**src/rtl/l2_wbuf_pkg.sv**
```systemverilog
// l2_wbuf_pkg: shared types and constants for the L2 write-back buffer.
//   wbuf_state_t : controller states
//   wbuf_entry_t : one buffered dirty line {valid, tag, data}
//   line_addr()  : rebuilds a line-aligned byte address from a tag
package l2_wbuf_pkg;

    localparam int unsigned LINE_BITS   = 256;
    localparam int unsigned OFFSET_BITS = 5;
    localparam int unsigned TAG_BITS    = 32 - OFFSET_BITS;

    typedef enum logic [2:0] {
        StIdle,
        StWrAck,
        StRdAck,
        StReadMem,
        StDrain
    } wbuf_state_t;

    typedef struct packed {
        logic                 valid;
        logic [TAG_BITS-1:0]  tag;
        logic [LINE_BITS-1:0] data;
    } wbuf_entry_t;

    function automatic logic [31:0] line_addr(input logic [TAG_BITS-1:0] tag);
        return {tag, {OFFSET_BITS{1'b0}}};
    endfunction

endpackage

```
**src/rtl/l2_wbuf_store.sv**
```systemverilog
// l2_wbuf_store: circular FIFO of dirty lines with a parallel tag lookup.
// Ports:
//   clk_i, rst_ni           clock, synchronous active-low reset
//   push_i/_tag_i/_data_i   append a line at the tail
//   pop_i                   retire the head entry
//   ovr_i/_idx_i/_data_i    overwrite the data of an existing entry in place
//   lookup_tag_i            tag compared against all valid entries
//   hit_o/hit_idx_o/hit_data_o  lookup result
//   head_tag_o/head_data_o  oldest entry (next to drain)
//   count_o                 number of valid entries, 0..Depth
module l2_wbuf_store
    import l2_wbuf_pkg::*;
#(
    parameter int unsigned Depth = 4,
    localparam int unsigned IdxW = $clog2(Depth),
    localparam int unsigned CntW = IdxW + 1
) (
    input  logic                 clk_i,
    input  logic                 rst_ni,
    input  logic                 push_i,
    input  logic [TAG_BITS-1:0]  push_tag_i,
    input  logic [LINE_BITS-1:0] push_data_i,
    input  logic                 pop_i,
    input  logic                 ovr_i,
    input  logic [IdxW-1:0]      ovr_idx_i,
    input  logic [LINE_BITS-1:0] ovr_data_i,
    input  logic [TAG_BITS-1:0]  lookup_tag_i,
    output logic                 hit_o,
    output logic [IdxW-1:0]      hit_idx_o,
    output logic [LINE_BITS-1:0] hit_data_o,
    output logic [TAG_BITS-1:0]  head_tag_o,
    output logic [LINE_BITS-1:0] head_data_o,
    output logic [CntW-1:0]      count_o
);

    wbuf_entry_t     entries_q [Depth];
    logic [IdxW-1:0] head_q, tail_q;
    logic [CntW-1:0] count_q;
    logic            do_push, do_pop;

    // Guards keep count inside 0..Depth even if a caller misbehaves.
    assign do_push = push_i && (count_q != CntW'(Depth));
    assign do_pop  = pop_i && (count_q != '0);

    always_ff @(posedge clk_i) begin
        if (!rst_ni) begin
            head_q  <= '0;
            tail_q  <= '0;
            count_q <= '0;
            for (int i = 0; i < Depth; i++) begin
                entries_q[i].valid <= 1'b0;
            end
        end else begin
            if (do_push) begin
                entries_q[tail_q] <= '{valid: 1'b1, tag: push_tag_i, data: push_data_i};
                tail_q            <= tail_q + IdxW'(1);
            end
            if (ovr_i) begin
                entries_q[ovr_idx_i].data <= ovr_data_i;
            end
            if (do_pop) begin
                entries_q[head_q].valid <= 1'b0;
                head_q                  <= head_q + IdxW'(1);
            end
            case ({do_push, do_pop})
                2'b10:   count_q <= count_q + CntW'(1);
                2'b01:   count_q <= count_q - CntW'(1);
                default: ;
            endcase
        end
    end

    // At most one valid entry per tag, so the last match is the only match.
    always_comb begin
        hit_o     = 1'b0;
        hit_idx_o = '0;
        for (int i = 0; i < Depth; i++) begin
            if (entries_q[i].valid && (entries_q[i].tag == lookup_tag_i)) begin
                hit_o     = 1'b1;
                hit_idx_o = IdxW'(i);
            end
        end
    end

    assign hit_data_o  = entries_q[hit_idx_o].data;
    assign head_tag_o  = entries_q[head_q].tag;
    assign head_data_o = entries_q[head_q].data;
    assign count_o     = count_q;

endmodule

```
**src/rtl/l2_write_buffer.sv**
```systemverilog
// l2_write_buffer: write-back buffer between the L2 memory port and main memory.
// Absorbs evictions with a 1-cycle ack, serves read hits from buffered lines,
// and drains lines to memory whenever the L2 side is idle.
// Ports:
//   clk_i, rst_ni                        clock, synchronous active-low reset
//   mem_read_i/mem_write_i/mem_address_i/mem_wdata_i   L2 request (held until mem_resp_o)
//   mem_resp_o/mem_rdata_o               completion pulse and read data to L2
//   pmem_read_o/pmem_write_o/pmem_address_o/pmem_wdata_o  memory request
//   pmem_resp_i/pmem_rdata_i             memory completion and read data
// Build option: L2_WBUF_COALESCE_EN -- a write hitting a buffered line overwrites it in
// place instead of waiting for that line to drain.
module l2_write_buffer
    import l2_wbuf_pkg::*;
#(
    parameter int unsigned Depth = 4
) (
    input  logic                 clk_i,
    input  logic                 rst_ni,
    input  logic                 mem_read_i,
    input  logic                 mem_write_i,
    input  logic [31:0]          mem_address_i,
    input  logic [LINE_BITS-1:0] mem_wdata_i,
    output logic                 mem_resp_o,
    output logic [LINE_BITS-1:0] mem_rdata_o,
    output logic                 pmem_read_o,
    output logic                 pmem_write_o,
    output logic [31:0]          pmem_address_o,
    output logic [LINE_BITS-1:0] pmem_wdata_o,
    input  logic                 pmem_resp_i,
    input  logic [LINE_BITS-1:0] pmem_rdata_i
);

    localparam int unsigned IdxW = $clog2(Depth);
    localparam int unsigned CntW = IdxW + 1;

    wbuf_state_t          state_q, state_d;
    logic [LINE_BITS-1:0] rdata_q, rdata_d;
    logic                 push, pop, ovr, hit, full;
    logic [IdxW-1:0]      hit_idx;
    logic [LINE_BITS-1:0] hit_data, head_data;
    logic [TAG_BITS-1:0]  req_tag, head_tag;
    logic [CntW-1:0]      count;
    logic                 unused_offset;

    assign req_tag       = mem_address_i[31:OFFSET_BITS];
    assign unused_offset = ^mem_address_i[OFFSET_BITS-1:0];
    assign full          = (count == CntW'(Depth));

    l2_wbuf_store #(
        .Depth (Depth)
    ) u_store (
        .clk_i        (clk_i),
        .rst_ni       (rst_ni),
        .push_i       (push),
        .push_tag_i   (req_tag),
        .push_data_i  (mem_wdata_i),
        .pop_i        (pop),
        .ovr_i        (ovr),
        .ovr_idx_i    (hit_idx),
        .ovr_data_i   (mem_wdata_i),
        .lookup_tag_i (req_tag),
        .hit_o        (hit),
        .hit_idx_o    (hit_idx),
        .hit_data_o   (hit_data),
        .head_tag_o   (head_tag),
        .head_data_o  (head_data),
        .count_o      (count)
    );

    always_ff @(posedge clk_i) begin
        if (!rst_ni) begin
            state_q <= StIdle;
            rdata_q <= '0;
        end else begin
            state_q <= state_d;
            rdata_q <= rdata_d;
        end
    end

    always_comb begin
        state_d        = state_q;
        rdata_d        = rdata_q;
        push           = 1'b0;
        pop            = 1'b0;
        ovr            = 1'b0;
        mem_resp_o     = 1'b0;
        mem_rdata_o    = '0;
        pmem_read_o    = 1'b0;
        pmem_write_o   = 1'b0;
        pmem_address_o = '0;
        pmem_wdata_o   = '0;

        case (state_q)
            StIdle: begin
                // Reads win over starting a drain; a drain is never entered while a
                // read waits.
                if (mem_read_i) begin
                    if (hit) begin
                        rdata_d = hit_data;
                        state_d = StRdAck;
                    end else begin
                        state_d = StReadMem;
                    end
                end else if (mem_write_i) begin
`ifdef L2_WBUF_COALESCE_EN
                    if (hit) begin
                        ovr     = 1'b1;
                        state_d = StWrAck;
                    end else if (full) begin
                        state_d = StDrain;
                    end else begin
                        push    = 1'b1;
                        state_d = StWrAck;
                    end
`else
                    // A matching line must leave first so each tag appears once.
                    if (hit || full) begin
                        state_d = StDrain;
                    end else begin
                        push    = 1'b1;
                        state_d = StWrAck;
                    end
`endif
                end else if (count != '0) begin
                    state_d = StDrain;
                end
            end
            StWrAck: begin
                mem_resp_o = 1'b1;
                state_d    = StIdle;
            end
            StRdAck: begin
                mem_resp_o  = 1'b1;
                mem_rdata_o = rdata_q;
                state_d     = StIdle;
            end
            StReadMem: begin
                pmem_read_o    = 1'b1;
                pmem_address_o = line_addr(req_tag);
                mem_resp_o     = pmem_resp_i;
                mem_rdata_o    = pmem_rdata_i;
                if (pmem_resp_i) begin
                    state_d = StIdle;
                end
            end
            StDrain: begin
                pmem_write_o   = 1'b1;
                pmem_address_o = line_addr(head_tag);
                pmem_wdata_o   = head_data;
                if (pmem_resp_i) begin
                    pop     = 1'b1;
                    state_d = StIdle;
                end
            end
            default: state_d = StIdle;
        endcase

        // Outputs are forced quiet during reset, whatever the state register holds.
        if (!rst_ni) begin
            mem_resp_o     = 1'b0;
            mem_rdata_o    = '0;
            pmem_read_o    = 1'b0;
            pmem_write_o   = 1'b0;
            pmem_address_o = '0;
            pmem_wdata_o   = '0;
        end
    end

endmodule

```
**config.mk**
```make
export PLATFORM = sky130hd
export DESIGN_NAME = l2_write_buffer
export DESIGN_NICKNAME = d
export VERILOG_FILES = /design/src/rtl/l2_wbuf_pkg.sv /design/src/rtl/l2_wbuf_store.sv /design/src/rtl/l2_write_buffer.sv
export SDC_FILE = /design/constraint.sdc
export NUM_CORES = 2
export LEC_CHECK = 0
export CORE_AREA = 5 5 420 422
export CTS_CLUSTER_SIZE = 28
export DETAILED_ROUTE_END_ITERATION = 10
export DIE_AREA = 0 0 425 427
export GPL_TIMING_DRIVEN = 1
export PLACE_DENSITY_LB_ADDON = 0.12
export SYNTH_ARGS = -nofsm -noshare
export SYNTH_HDL_FRONTEND = slang
export SYNTH_SLANG_ARGS = --single-unit
```
**constraint.sdc**
```tcl
create_clock -name clk_i -period 69.7 [get_ports clk_i]
set_input_delay 17.425 -clock clk_i [delete_from_list [all_inputs] [get_ports clk_i]]
set_output_delay 17.425 -clock clk_i [all_outputs]
set_load 0.005 [all_outputs]
```
=== Yosys cells after proc, flatten, opt, wreduce, memory -nomap -nowiden ===
Memories as Yosys holds them, arrays and structs flattened. A register that Yosys moved wholly into a read port is not among the register bits.
Index checks and enable logic that the tools add are counted.

* $add $sub $neg: 4
* Eq/ne operators: 14
* Reduce and logical (&&, ||, !) cells: 17
* Muxes and demuxes: 48

{| class="wikitable"
|+ Operators by type and width
! cell !! count
|-
| two-way mux 256 bit || 3
|-
| two-way mux 284 bit || 2
|-
| OR reduction 284 bit || 2
|-
| case mux 256 bit (2 select lines) || 1
|-
| equality test 27 bit || 4
|-
| case mux 32 bit (2 select lines) || 1
|-
| two-way mux 32 bit || 1
|-
| two-way mux 1 bit || 24
|-
| two-way mux 2 bit || 8
|-
| two-way mux 3 bit || 5
|-
| case mux 3 bit (2 select lines) || 2
|-
| equality test 3 x 2 -> 1 bit, second input constant || 2
|-
| equality test 3 bit, second input constant || 2
|-
| logical AND 1 bit || 6
|-
| adder 2 x 1 -> 2 bit, second input constant || 2
|-
| inequality test 4 bit, second input constant || 1
|-
| OR reduction 2 bit || 2
|-
| adder 3 x 1 -> 3 bit, second input constant || 1
|-
| equality test 3 x 1 -> 1 bit, second input constant || 1
|-
| logical NOT 3 bit || 1
|-
| inequality test 3 bit, second input constant || 1
|-
| AND reduction 3 bit || 1
|-
| nonzero test 3 bit || 1
|-
| subtractor 3 x 1 -> 3 bit, second input constant || 1
|-
| 8 further kinds || 8
|}

* Register bits: 10
* Word-level logic and storage cells: 88
* Memories kept: 1
* Bits in writable memories: 1,136
* Output and inout bits: 547

{| class="wikitable"
|+ Memory list
! memory !! depth !! width !! read ports !! clocked after memory_dff !! write ports !! line !! RTL
|-
| u_store.entries_q || 4 || 284 || 6 || 2 || 4 || l2_wbuf_store.sv:36 || <nowiki>wbuf_entry_t entries_q [Depth];</nowiki>
|}

=== Depth between registers and ports, before layout ===
An unclocked memory read counts as a cell.

* Depth in word-level cells: 19
* Gate-level depth with buffers: 15
* Mapped depth without buffers: 13

=== Cells and area by module ===
Synthesis repeated with hierarchy kept, for this count alone.

* Cells, all modules: 6,327
* Area, all modules: 75,989.1 um^2

{| class="wikitable"
|+ By module, submodules not included
! module !! cells an instance !! times used !! sequential area each (um^2) !! area each (um^2)
|-
| l2_wbuf_store || 4,493 || 1 || 34,252.9 || 60,814.6
|-
| l2_write_buffer || 1,834 || 1 || 5,185.0 || 15,174.6
|}

=== Worst setup path before layout ===
OpenSTA, ideal clock, no wires.

* Path type: input port to flip-flop
* Start point: input port mem_address_i[31]
* End point: memory u_store.entries_q[1][0] in the netlist's numbering (enable)
* Data arrival time: 37.958 ns
* Buffers on the path: 1
* Setup slack: 30.466 ns
* Stages: 8
* Cells stage by stage: clkbuf_1 > xor2_1 > nand4bb_1 > nor4_1 > and4_1 > a2111oi_2 > nand2_1 > nor3_1

{| class="wikitable"
|+ RTL lines
! item !! line !! RTL
|-
| start, declared || l2_write_buffer.sv:21 || <nowiki>input logic [31:0] mem_address_i,</nowiki>
|-
| end, declared || l2_wbuf_store.sv:36 ||
|}

=== Worst setup path after layout ===
* Start point: input port rst_ni
* End point: output port mem_rdata_o[7]

* Longest elaborated chain between the ends: 1

{| class="wikitable"
|+ RTL lines
! item !! line !! RTL
|-
| start, declared || l2_write_buffer.sv:18 || <nowiki>input logic rst_ni,</nowiki>
|-
| two-way mux 256 bit || l2_write_buffer.sv:159 || <nowiki>if (!rst_ni) begin</nowiki>
|-
| end, declared || l2_write_buffer.sv:24 || <nowiki>output logic [LINE_BITS-1:0] mem_rdata_o,</nowiki>
|}

Every way passes these cells.

==> results.sh <==
export IMPL_status="finished, final reports clean"
export IMPL_critPathKind="in -> out"
export IMPL_hpwl_mm=146
export IMPL_cts_sinks=1404
export IMPL_crit_start="rst_ni"
export IMPL_hold_depth=2
export IMPL_track_usage_pct=26.2
export IMPL_drt_wl_total_mm=249
export IMPL_hp_start="u_store.count_o[2]"
export IMPL_ys_ff_latch=1404
export IMPL_cp_data_arrival_time_ns=21.49
export IMPL_fin_skew_ns=0.0228
export IMPL_ys_warn_count=0
export IMPL_slew_viol_final=0
export IMPL_post_route_period_util_pct=55.8
export IMPL_wl_per_cell_microns=29.6
export IMPL_postRouteAntennaNets=0
export IMPL_worstSetupEndpointType="primary output"
export IMPL_ioPinCount=1096
export IMPL_crit_required_ns=52.28
export IMPL_comb_power_share_pct=5.4
export IMPL_fin_crit_ns=38.91
export IMPL_rsz0062_at_grt="false"
export IMPL_post_cts_buffers=0
export IMPL_switchingPower_mw=0.400
export IMPL_htreeDepth=4
export IMPL_cts_root_buf="clkbuf_16"
export IMPL_intPower_mw=1.46
export IMPL_synth_cells=5104
export IMPL_row_count=153
export IMPL_power_mw=1.86
export IMPL_tritoncts="yes"
export IMPL_overflow=0
export IMPL_drive_gt1_share_pct=13.6
export IMPL_setup_violations=0
export IMPL_async_flop_share_pct=0
export IMPL_antenna_found_initial=69
export IMPL_r2r_end="u_store.entries_q[0][43]"
export IMPL_drt_pass1_iter_count=6
export IMPL_dieArea_sq_um=181000
export IMPL_hold_end="u_store.count_o[2]"
export IMPL_fp_dieH_microns=427
export IMPL_worstSkewPairLatency_ns=0.79
export IMPL_cts_made_buffers=161
export IMPL_slew_headroom_pct=20.4
export IMPL_synth_area_per_cell_sq_um=12.9
export IMPL_synth_flop_cell="edfxtp_1"
export IMPL_synth_top_area_share_pct=51.6
export IMPL_seqPwrFrac_pct=48.9
export IMPL_synth_largest_area_cell="edfxtp_1"
export IMPL_syn_area_sq_um=65900
export IMPL_initial_core_util_pct=38.2
export IMPL_swShare_pct=21.6
export IMPL_die_w_microns=425
export IMPL_synth_most_common_cell="edfxtp_1"
export IMPL_gp_congestion=0.867
export IMPL_path_max_fanout=106
export IMPL_grt_max_degree=163
export IMPL_reg2reg_depth=9
export IMPL_grt_pass1_vias=48400
export IMPL_grt_pass1_wl_mm=352
export IMPL_r2r_start="u_store.entries_q[3][257]"
export IMPL_clock_fmax_ghz=0.0257
export IMPL_drv_cap=0
export IMPL_fin_nets=6451
export IMPL_first_iter_violations=4585
export IMPL_postCtsResizedCells=0
export IMPL_cts_hold_buf=0
export IMPL_r2r_slack_ns=63.22
export IMPL_synth_area_top_cells="edfxtp_1, mux4_2, dfxtp_1"
export IMPL_hp_class="reg -> reg"
export IMPL_start_kind="input port"
export IMPL_synth_commonest_cells="edfxtp_1, nand2_1, clkbuf_1, and3_1"
export IMPL_vias_per_cell=5.86
export IMPL_io_buffers=1085
export IMPL_path_clk_slew_ns=0.06
export IMPL_area_growth_pct=26.8
export IMPL_synth_distinct_cells=48
export IMPL_p_per_area_nw_per_um2=22.2
export IMPL_cts_buffer_depth=3
export IMPL_ir_worst_vdd_uv=21.8
export IMPL_synth_edff_count=1133
export IMPL_fin_setup_tns_ns=0
export IMPL_finalHoldViolations=0
export IMPL_core_area_sq_um=173000
export IMPL_p_leak_nw=28.2
export IMPL_yosysSeqAreaShare_pct=59.9
export IMPL_fillers=15300
export IMPL_p_clk_share_pct=45.7
export IMPL_drc=0
export IMPL_vias=49300
export IMPL_worstMarginPinSlew_ns=1.19
-- placed cells by master (no fill, tap or decap), drive strengths merged, types with 69 or more instances in the layout --
master / netlist / final
nand2: 781 / 781
dfxtp: 271 / 271
o21ai: 258 / 258
clkbuf: 370 / 233
a31oi: 256 / 256
mux4: 283 / 283
and3: 286 / 286
and2: 262 / 262
buf: 164 / 79
clkdlybuf4s50: 0 / 1084
edfxtp: 1133 / 1133
o221a: 256 / 256
a21oi: 258 / 258
a22o: 283 / 283
xnor2: 69 / 69
-- cell families (layout without fill, tap and decap cells) --
family          count (synthesis)  in the layout  share of synthesized area, %
compound gates               1326           1326                          14.7
xor+xnor                      111            111                          1.48
fa+ha+maj                       2              2                        0.0494
buf+inv                       543           1473                          3.62
flops                        1404           1404                          59.9
mux                           283            283                          9.67
other cells                     1             54                       0.00569
simple gates                 1434           1434                          10.7
-- worst max path at each step --
stage | depth (start not counted) | to | slack [ns]
CTS | 6 | pmem_wdata_o[206] | 30.84
global placement | 6 | pmem_wdata_o[206] | 30.87
global route | 7 | mem_rdata_o[7] | 30.56
floorplan | 8 | u_store.entries_q[1][0] | 30.47
finish | 7 | mem_rdata_o[7] | 30.79
detailed placement | 6 | pmem_wdata_o[206] | 30.83
-- area by class of cell --
type	instances	area, sq um	share of cell area [%]
multi-input combinational	3161	24200	28.9
clock inverter	68	718	0.859
sequential	1404	39500	47.2
antenna	49	123	0.147
inverter	9	41.3	0.0494
timing repair buffer	1163	11600	13.9
tap	2325	2910	3.48
clock buffer	233	4580	5.47
-- registers in the layout (all words and copies together) (netlist names), named ones only --
name	count
u_store.head_q	2
u_store.entries_q	1136
rdata_q	256
state_q	3
u_store.count_o	3
u_store.tail_q	2
-- stage by stage --
stage	instances	instance area, sq um	setup WS (ns)	hold slack (ns)	util (%)
4_1_cts	8363	83500	30.84	0.516	48.3
3_3_place_gp	8062	78200	30.87	0.493	45.3
5_1_grt	8398	83600	30.56	0.549	48.4
3_5_place_dp	8062	78200	30.83	0.507	45.3
6_report	8412	83600	30.79	0.511	48.4
2_1_floorplan	5108	65900	30.47	0.463	-
-- layer usage --
| metal | global-route usage [%] | vias up | part of all wire [%] |
|---|---|---|---|
| met1 | 33.5 | 25100 | 39 |
| li1 | - | 21500 | - |
| met4 | 12.9 | 24 | 4.6 |
| met5 | 0 | - | 0.065 |
| met2 | 42.6 | 2204 | 48 |
| met3 | 5.56 | 413 | 7.5 |
-- power groups by stage --
stage	sequential [mW]	combinational, mW	clock, mW
floorplan	0.930	0.0426	0
global placement	0.925	0.100	0
detailed placement	0.925	0.100	0
CTS	0.908	0.101	0.864
global route	0.908	0.107	0.899
finish	0.908	0.101	0.848
-- critical path, cell delays in order --
cell and delay, ns:
buf_8 0.66, nand2b_1 0.41, nor2_4 0.20, buf_4 0.80, buf_4 0.76, a22o_1 0.35
clkdlybuf4s50_1 0.61
Power figures use the tool's default switching activity.
